$ cat src/rtl/mem_port_arbiter.sv
// Multi-port memory arbiter: grants one requester at a time (fixed priority or
// round-robin), forwards its transaction downstream and returns a completion pulse.
module mem_port_arbiter #(
  parameter int unsigned NUM_PORTS = 2,
  parameter int unsigned ADDR_W    = 32,
  parameter int unsigned DATA_W    = 32,
  parameter int unsigned ARB_MODE  = 0,
  parameter int unsigned TIMEOUT   = 255
) (
  input  logic                          clk,
  input  logic                          rst,
  input  logic [NUM_PORTS-1:0]          port_request,
  input  logic [NUM_PORTS-1:0]          port_we_re,
  input  logic [NUM_PORTS*DATA_W/8-1:0] port_mask,
  input  logic [NUM_PORTS*ADDR_W-1:0]   port_addr,
  input  logic [NUM_PORTS*DATA_W-1:0]   port_wdata,
  output logic [NUM_PORTS-1:0]          port_valid,
  output logic [NUM_PORTS-1:0]          port_err,
  output logic [DATA_W-1:0]             port_rdata,
  output logic                          mem_request,
  output logic                          mem_we_re,
  output logic [DATA_W/8-1:0]           mem_mask,
  output logic [ADDR_W-1:0]             mem_addr,
  output logic [DATA_W-1:0]             mem_wdata,
  input  logic                          mem_valid,
  input  logic [DATA_W-1:0]             mem_rdata
);

  localparam int unsigned MW = DATA_W / 8;
  localparam int unsigned GW = $clog2(NUM_PORTS);
  localparam int unsigned CW = (TIMEOUT > 1) ? $clog2(TIMEOUT + 1) : 1;
  localparam logic [CW-1:0] TimeoutLast = CW'((TIMEOUT == 0) ? 0 : TIMEOUT - 1);

  localparam logic [1:0] StIdle = 2'd0;
  localparam logic [1:0] StBusy = 2'd1;
  localparam logic [1:0] StResp = 2'd2;

  logic [1:0]           state_q, state_d;
  logic [GW-1:0]        grant_q, grant_d;
  logic [GW-1:0]        last_grant_q, last_grant_d;
  logic                 we_re_q, we_re_d;
  logic [MW-1:0]        mask_q, mask_d;
  logic [ADDR_W-1:0]    addr_q, addr_d;
  logic [DATA_W-1:0]    wdata_q, wdata_d;
  logic [DATA_W-1:0]    rdata_q, rdata_d;
  logic                 err_q, err_d;
  logic [CW-1:0]        cnt_q, cnt_d;
  logic [GW-1:0]        grant_sel;
  logic                 found;
  int unsigned          idx;
  logic [NUM_PORTS-1:0] grant_oh;

  // Search order starts at port 0 (fixed) or just past the previous winner (round-robin).
  always_comb begin
    found     = 1'b0;
    grant_sel = '0;
    idx       = 0;
    for (int unsigned i = 0; i < NUM_PORTS; i++) begin
      if (ARB_MODE == 1) idx = (32'(last_grant_q) + 1 + i) % NUM_PORTS;
      else               idx = i;
      if (!found && port_request[idx]) begin
        found     = 1'b1;
        grant_sel = GW'(idx);
      end
    end
  end

  always_comb begin
    state_d      = state_q;
    grant_d      = grant_q;
    last_grant_d = last_grant_q;
    we_re_d      = we_re_q;
    mask_d       = mask_q;
    addr_d       = addr_q;
    wdata_d      = wdata_q;
    rdata_d      = rdata_q;
    err_d        = err_q;
    cnt_d        = cnt_q;
    unique case (state_q)
      StIdle: begin
        if (|port_request) begin
          state_d      = StBusy;
          grant_d      = grant_sel;
          last_grant_d = grant_sel;
          we_re_d      = port_we_re[grant_sel];
          mask_d       = port_mask[grant_sel*MW +: MW];
          addr_d       = port_addr[grant_sel*ADDR_W +: ADDR_W];
          wdata_d      = port_wdata[grant_sel*DATA_W +: DATA_W];
          cnt_d        = '0;
          err_d        = 1'b0;
        end
      end
      StBusy: begin
        // A completion on the timeout cycle takes precedence over the error.
        if (mem_valid) begin
          state_d = StResp;
          rdata_d = mem_rdata;
          err_d   = 1'b0;
        end else if ((TIMEOUT != 0) && (cnt_q == TimeoutLast)) begin
          state_d = StResp;
          rdata_d = '0;
          err_d   = 1'b1;
        end else begin
          cnt_d = cnt_q + CW'(1);
        end
      end
      StResp:  state_d = StIdle;
      default: state_d = StIdle;
    endcase
  end

  always_ff @(posedge clk or negedge rst) begin
    if (!rst) begin
      state_q      <= StIdle;
      grant_q      <= '0;
      last_grant_q <= GW'(NUM_PORTS - 1);
      we_re_q      <= 1'b0;
      mask_q       <= '0;
      addr_q       <= '0;
      wdata_q      <= '0;
      rdata_q      <= '0;
      err_q        <= 1'b0;
      cnt_q        <= '0;
    end else begin
      state_q      <= state_d;
      grant_q      <= grant_d;
      last_grant_q <= last_grant_d;
      we_re_q      <= we_re_d;
      mask_q       <= mask_d;
      addr_q       <= addr_d;
      wdata_q      <= wdata_d;
      rdata_q      <= rdata_d;
      err_q        <= err_d;
      cnt_q        <= cnt_d;
    end
  end

  assign grant_oh    = {{(NUM_PORTS-1){1'b0}}, 1'b1} << grant_q;
  assign port_valid  = (state_q == StResp) ? grant_oh : '0;
  assign port_err    = ((state_q == StResp) && err_q) ? grant_oh : '0;
  assign port_rdata  = (state_q == StResp) ? rdata_q : '0;
  assign mem_request = (state_q == StBusy);
  assign mem_we_re   = we_re_q;
  assign mem_mask    = mask_q;
  assign mem_addr    = addr_q;
  assign mem_wdata   = wdata_q;

endmodule
$ cat config.mk
export PLATFORM = sky130hd
export DESIGN_NAME = mem_port_arbiter
export DESIGN_NICKNAME = d
export VERILOG_FILES = /design/src/rtl/mem_port_arbiter.sv
export SDC_FILE = /design/constraint.sdc
export NUM_CORES = 1
export LEC_CHECK = 0
export BUFFER_PORTS_ARGS = -buffer_cell sky130_fd_sc_hd__buf_2
export CAP_MARGIN = 20
export CORE_MARGIN = 4
export CORE_UTILIZATION = 45
export DETAILED_ROUTE_END_ITERATION = 10
export PLACE_DENSITY = 0.82
export SKIP_LAST_GASP = 1
export SYNTH_ARGS = -nofsm -noshare
export SYNTH_HDL_FRONTEND = slang
export SYNTH_SLANG_ARGS = --single-unit
export TNS_END_PERCENT = 100
$ cat constraint.sdc
create_clock -name clk -period 2 [get_ports clk]
set_input_delay 0.1 -clock clk [delete_from_list [all_inputs] [get_ports clk]]
set_output_delay 0.1 -clock clk [all_outputs]
set_load 0.03 [all_outputs]
Word level (Yosys, flattened, before mapping)
Cells that the tools add are included.
{ "totals": {"ff_bits": 113, "in_bits": 175, "out_inout_bits": 106, "word_cells": 55} }
{ "op_classes": {"n_addsub": 1, "order_cmp": 1, "eq_ne": 7, "shifts": 4, "muxes": 21, "reduce_logical": 12} }
{ "ops": {"columns": ["cell", "count"], "rows": [
  ["indexed part select 64 x 7 -> 32 bit", 2],
  ["2-to-1 mux 32 bit", 3],
  ["2-to-1 mux 8 bit", 3],
  ["one-hot mux 8 bit (2 select lines)", 1],
  ["2-to-1 mux 2 bit", 5],
  ["adder 8 x 1 -> 8 bit, second input constant", 1],
  ["equality test 8 bit, second input constant", 1],
  ["indexed part select 8 x 4 -> 4 bit", 1],
  ["2-to-1 mux 1 bit", 7],
  ["inequality test 2 bit, second input constant", 3],
  ["AND reduction 2 bit", 3],
  ["one-hot mux 2 bit (2 select lines)", 1],
  ["AND reduction 4 bit", 1],
  ["nonzero test 2 bit", 2],
  ["inequality test 3 x 1 -> 1 bit, second input constant", 1],
  ["AND reduction 3 bit", 1],
  ["equality test 2 x 1 -> 1 bit, second input constant", 1],
  ["equality test 2 bit, second input constant", 1],
  ["logical AND 1 bit", 2],
  ["logical NOT 2 bit", 1],
  ["less-than comparator 1 x 2 -> 1 bit, second input constant", 1],
  ["one-hot mux 1 bit (2 select lines)", 1],
  ["OR reduction 2 bit", 1],
  ["left shift 1 x 1 -> 2 bit, first input constant", 1],
  ["logical NOT 1 bit", 1]
]} }

Longest topological paths before layout
{ "logic_depth": {"ltp_word": 6, "ltp_mapped": 7, "mapped_depth_nobuf": 7} }

Worst setup path before layout
No wires, ideal clock.
{ "synth_path": {"path_type": "register to output", "startpoint": "reg state_q[0]", "endpoint": "out port_err[0]", "arrival_ns": 1.416, "required_time_ns": 1.900, "setup_slack_ns": 0.484, "path_stages_with_launch": 5, "n_path_buf": 1, "path_cell_list": "dfrtp_1 nor2b_1 clkbuf_1 nand2_1 nor2_1"} }
{ "synth_between": {"elab_chain_len": 3} }
{ "synth_lines": {"columns": ["element", "line_no", "rtl"], "rows": [
  ["start, declared", "38", "logic [1:0] state_q, state_d;"],
  ["start signal, assigned", "114", "state_q <= StIdle;"],
  ["start signal, assigned", "125", "state_q <= state_d;"],
  ["equality test 2 bit", "140", "assign port_err = ((state_q == StResp) && err_q) ? grant_oh : '0;"],
  ["logical AND 1 bit", "140", null],
  ["2-to-1 mux 2 bit", "140", null],
  ["end, declared", "18", "output logic [NUM_PORTS-1:0] port_err,"]
]} }
Every way passes these cells.

Final worst setup path
{ "layout_path": {"startpoint": "in port_request[0]", "endpoint": "reg addr_q[27], in the netlist mem_addr[27]"} }
{ "layout_between": {"elab_chain_len": 5, "word_cells_on_any_way": 7, "cone_classes": "1 x shift; 2 x mux; 4 x reduce/logical"} }
{ "layout_lines": {"columns": ["element", "line_no", "rtl"], "rows": [
  ["start, declared", "12", "input logic [NUM_PORTS-1:0] port_request,"],
  ["2-to-1 mux 1 bit", "61", "if (!found && port_request[idx]) begin"],
  ["logical NOT 1 bit", "61", null],
  ["logical AND 1 bit", "61", null],
  ["2-to-1 mux 1 bit", "61", null],
  ["indexed part select 64 x 7 -> 32 bit", "87", "addr_d = port_addr[grant_sel*ADDR_W +: ADDR_W];"],
  ["end signal, assigned", "130", "addr_q <= addr_d;"],
  ["end, declared", "43", "logic [ADDR_W-1:0] addr_q, addr_d;"]
]} }
Several ways; a longest one is shown, not always the timed one.
A chain may end at the register's enable or synchronous reset.

==> impl_metrics.env <==
export IMPL_result_of_the_run="complete, but fails checks"
export IMPL_failed_checks="setup timing"
export IMPL_synth_adder_area_share=0.00481
export IMPL_number_of_buffers_added_by_the_clock_tree_synthesis_step=17
export IMPL_total_power_mw=11.8
export IMPL_asyncSetResetFlopFracSynth=1.00
export IMPL_hold_ws_ns=0.0151
export IMPL_number_of_standard_cells_in_the_layout_taps_in_and_fillers_out=1005
export IMPL_hpwlAfterDp_um=11000
export IMPL_yosysSeqAreaShare=0.543
export IMPL_yosys_area_share_xor_xnor=0
export IMPL_worst_case_clock_buffer_depth=2
export IMPL_row_count=39
export IMPL_synth_top_cells_by_count="sky130_fd_sc_hd__dfrtp_1 (113), sky130_fd_sc_hd__nand2_1 (74), sky130_fd_sc_hd__mux2i_1 (69), sky130_fd_sc_hd__o21ai_0 (62), sky130_fd_sc_hd__and2_1 (33)"
export IMPL_worst_pin_slew_ns=0.511
export IMPL_path_clk_slew_ns=0.05
export IMPL_placedCellCount=875
export IMPL_clkLatencyLatePin_ns=0.40
export IMPL_cellPowerDensity_nw_per_um2=1430
export IMPL_synthSimpleGateAreaFrac=0.120
export IMPL_power_sequential_fraction=0.337
export IMPL_number_of_global_route_vias_before_repair=5392
export IMPL_grt_pass1_wl_um=26400
export IMPL_maxSlewViolCount=0
export IMPL_final_critical_path_setup_slack_ns=-0.0165
export IMPL_power_internal_mw=6.83
export IMPL_synth_top_area_frac=0.543
export IMPL_syn_area_sq_um=5200
export IMPL_final_period_utilization=1.01
export IMPL_totalNegativeSetupSlack_ns=-0.0165
export IMPL_via_density_per_instance=5.23
export IMPL_reg_area_sq_um=2830
export IMPL_synthesis_yosys_warnings=0
export IMPL_clock_power_share=0.234
export IMPL_tritoncts="done"
export IMPL_path_class="input pin to flip-flop"
export IMPL_design_area_sq_um=8280
export IMPL_timing_clock_skew_ns=0.00629
export IMPL_hold_path_class="input pin to flip-flop"
export IMPL_antenna_violating_nets_post_route=0
export IMPL_initial_utilization=0.458
export IMPL_max_cap_violations=0
export IMPL_synth_top_family_by_area="compound AO/OA/AOI/OAI gates"
export IMPL_remaining_drc_errors=0
export IMPL_antenna_found_initial=0
export IMPL_fmaxAchievable_ghz=0.496
export IMPL_cp_common_cell="sky130_fd_sc_hd__dlygate4sd3_1"
export IMPL_max_stage_delay_ns=0.60
export IMPL_floorplan_die_width_um=116
export IMPL_synthDistinctLibCells=41
export IMPL_synth_largest_area_cell="sky130_fd_sc_hd__dfrtp_1"
export IMPL_ys_seq_elements=113
export IMPL_worst_path_max_delay_cell="sky130_fd_sc_hd__dlygate4sd3_1"
export IMPL_drt_pass1_iterations=5
export IMPL_synth_edff_count=0
export IMPL_crit_arrival_ns=2.28
export IMPL_design_die_area_sq_um=13400
export IMPL_synth_compound_gate_area_share=0.155
export IMPL_drt_wirelength_per_cell_um=18.1
export IMPL_leading_cell_type_by_number_of_instances_after_synthesis="sky130_fd_sc_hd__dfrtp_1"
export IMPL_timing_hold_violations_final=0
export IMPL_synth_ff_type="sky130_fd_sc_hd__dfrtp_1"
export IMPL_timing_final_crit_period_ns=2.02
export IMPL_multiInputGateArea_sq_um=2160
export IMPL_routed_wl_um=18100
export IMPL_syn_instance_count=475
export IMPL_detail_route_iter0_violations=524
export IMPL_worstSetupStartpointType="input pin"
export IMPL_die_y_um=116
export IMPL_boundaryPins=281
export IMPL_gp_routability_congestion=0.823
export IMPL_grt_start_max_net_pins=141
export IMPL_worst_path_buf_inv=4
export IMPL_gr_usage_all_layers=0.258
export IMPL_area_growth_pct=59.0
export IMPL_finalNetCount=1029
export IMPL_cp_max_fo=13
export IMPL_num_vias=5260
export IMPL_worstSetupEndpointType="flip-flop"
export IMPL_muxShareOfSynthArea=0.133
export IMPL_total_number_of_h_tree_levels=4
export IMPL_netlist_top_cells_area="sky130_fd_sc_hd__dfrtp_1 (54%), sky130_fd_sc_hd__mux2i_1 (13%), sky130_fd_sc_hd__o21ai_0 (6.0%), sky130_fd_sc_hd__a22o_1 (5.4%), sky130_fd_sc_hd__nand2_1 (5.3%)"
export IMPL_worst_endpoint_required_ns=2.27
export IMPL_power_net_switching_mw=5.02
export IMPL_tritoncts_num_sinks=113
export IMPL_syn_avg_cell_area_sq_um=11.0
export IMPL_place_port_buffers=280
export IMPL_maxSlewHeadroom=0.659
export IMPL_fill_cells=736
export IMPL_power_static_leakage_nw=4.56
export IMPL_core_area_sq_um=11400
export IMPL_syn_nets=652
export IMPL_path_cells="dlygate4sd3_1 > buf_2 > nand2b_4 > buf_4 > mux2i_1 > dlygate4sd3_1 > o21ai_0"
export IMPL_clockRootBuffer="sky130_fd_sc_hd__clkbuf_16"
export IMPL_insertedDiodeCount=0
export IMPL_max_vdd_ir_drop_mv=1.20
export IMPL_crit_family="buffers and inverters"
export IMPL_combinationalPowerShare=0.429
export IMPL_dpl_cell_area_sq_um=6730
export IMPL_setup_violations_final=1
export IMPL_fraction_of_power_spent_switching_nets=0.424
export IMPL_globalRoute_totalOverflow=0
export IMPL_layout_drive_gt1_share=0.397
[cell type report]
| type | count | share of cell area |
|---|---|---|
| sequential | 113 | 0.342 |
| clock buffer | 22 | 0.0585 |
| tap | 143 | 0.0216 |
| multi-input combinational | 324 | 0.261 |
| clock inverter | 7 | 0.00726 |
| inverter | 5 | 0.00257 |
| timing repair buffer | 391 | 0.307 |
[path summary, 6_finish.rpt]
| path | startpoint | to | slack, ns | cells past startpoint |
|---|---|---|---|---|
| setup / recovery | port_request[0] | mem_addr[27] | -0.02 | 7 |
| setup reg to reg | cnt_q[0] | rdata_q[21] | 0.40 | 7 |
| hold / removal | port_addr[25] | mem_addr[25] | 0.02 | 3 |
| hold reg to reg | mem_wdata[21] | mem_wdata[21] | 0.47 | 2 |
| min in group asynchronous | rst | mem_addr[3] | 0.21 | 2 |
| max in group asynchronous | rst | mem_mask[3] | 1.15 | 3 |
[flip-flops by register name, summed over array words and instances, names as in the netlist]
name,cells
rdata_q,32
grant_q,1
err_q,1
mem_mask,4
state_q,2
mem_addr,32
mem_we_re,1
cnt_q,8
mem_wdata,32
[per-layer routing]
metal,share of wire,up-vias,global-route usage
met3,0.072,52,0.0689
met2,0.53,276,0.449
met5,0,-,0
met4,0.034,0,0.124
met1,0.36,2508,0.294
li1,-,2424,-
[through the flow]
stage / setup WS (ns) / utilization
4_1_cts: 0.0376 / 0.719
3_5_place_dp: 0.423 / 0.592
3_3_place_gp: 0.470 / 0.592
2_1_floorplan: 0.484 / -
6_report: -0.0165 / 0.728
5_1_grt: -0.0581 / 0.728
[worst register-to-register path: cells and delay by family, from the launching register on]
kind                     cells  cell delay, ns
buffers and inverters        2            0.26
AND/OR/NAND/NOR              2            0.29
AO/OA/AOI/OAI                2            0.34
flip-flops                   1            0.45
adder cells (fa/ha/maj)      1            0.14
[cell usage in the layout (no fill, tap or decap), drive strengths merged]
cell type	n
clkinv	6
nor2	4
a22o	32
nand3	5
bufinv	1
a21oi	4
nor2b	2
and2	34
nand2b	2
nand4	1
nand2	74
a211o	1
mux2i	69
o31ai	1
and3	3
clkbuf	23
a31oi	3
inv	5
o211a	1
a41oi	3
dlygate4sd3	90
nor4	1
o21ai	75
ha	2
buf	300
a211oi	1
a21o	1
nor3b	1
o21a	4
dfrtp	113
[power groups by stage]
stage | clock network [mW] | registers, mW | logic, mW
4_1_cts | 2.80 | 3.94 | 4.98
5_1_grt | 2.92 | 4.10 | 5.46
6_report | 2.77 | 4.00 | 5.08
3_5_place_dp | 0 | 3.94 | 4.83
2_1_floorplan | 0 | 5.23 | 2.00
3_3_place_gp | 0 | 3.91 | 4.67
[cell families after synthesis]
logic type,count (synthesis)
AOI/OAI and AO/OA,126
adders and majority gates,2
buffers and inverters,38
DFF,113
muxes,69
and+or+nand+nor,127
[repair_timing]
| item | CTS | global route |
|---|---|---|
| hold endpoints to repair | 95 | 0 |
| hold buffers | 90 | 0 |
| resized for setup | 0 | 0 |
| buffers inserted | 0 | 10 |
| endpoints found under the setup margin | 0 | 12 |
(Power assumes the default switching activity.)
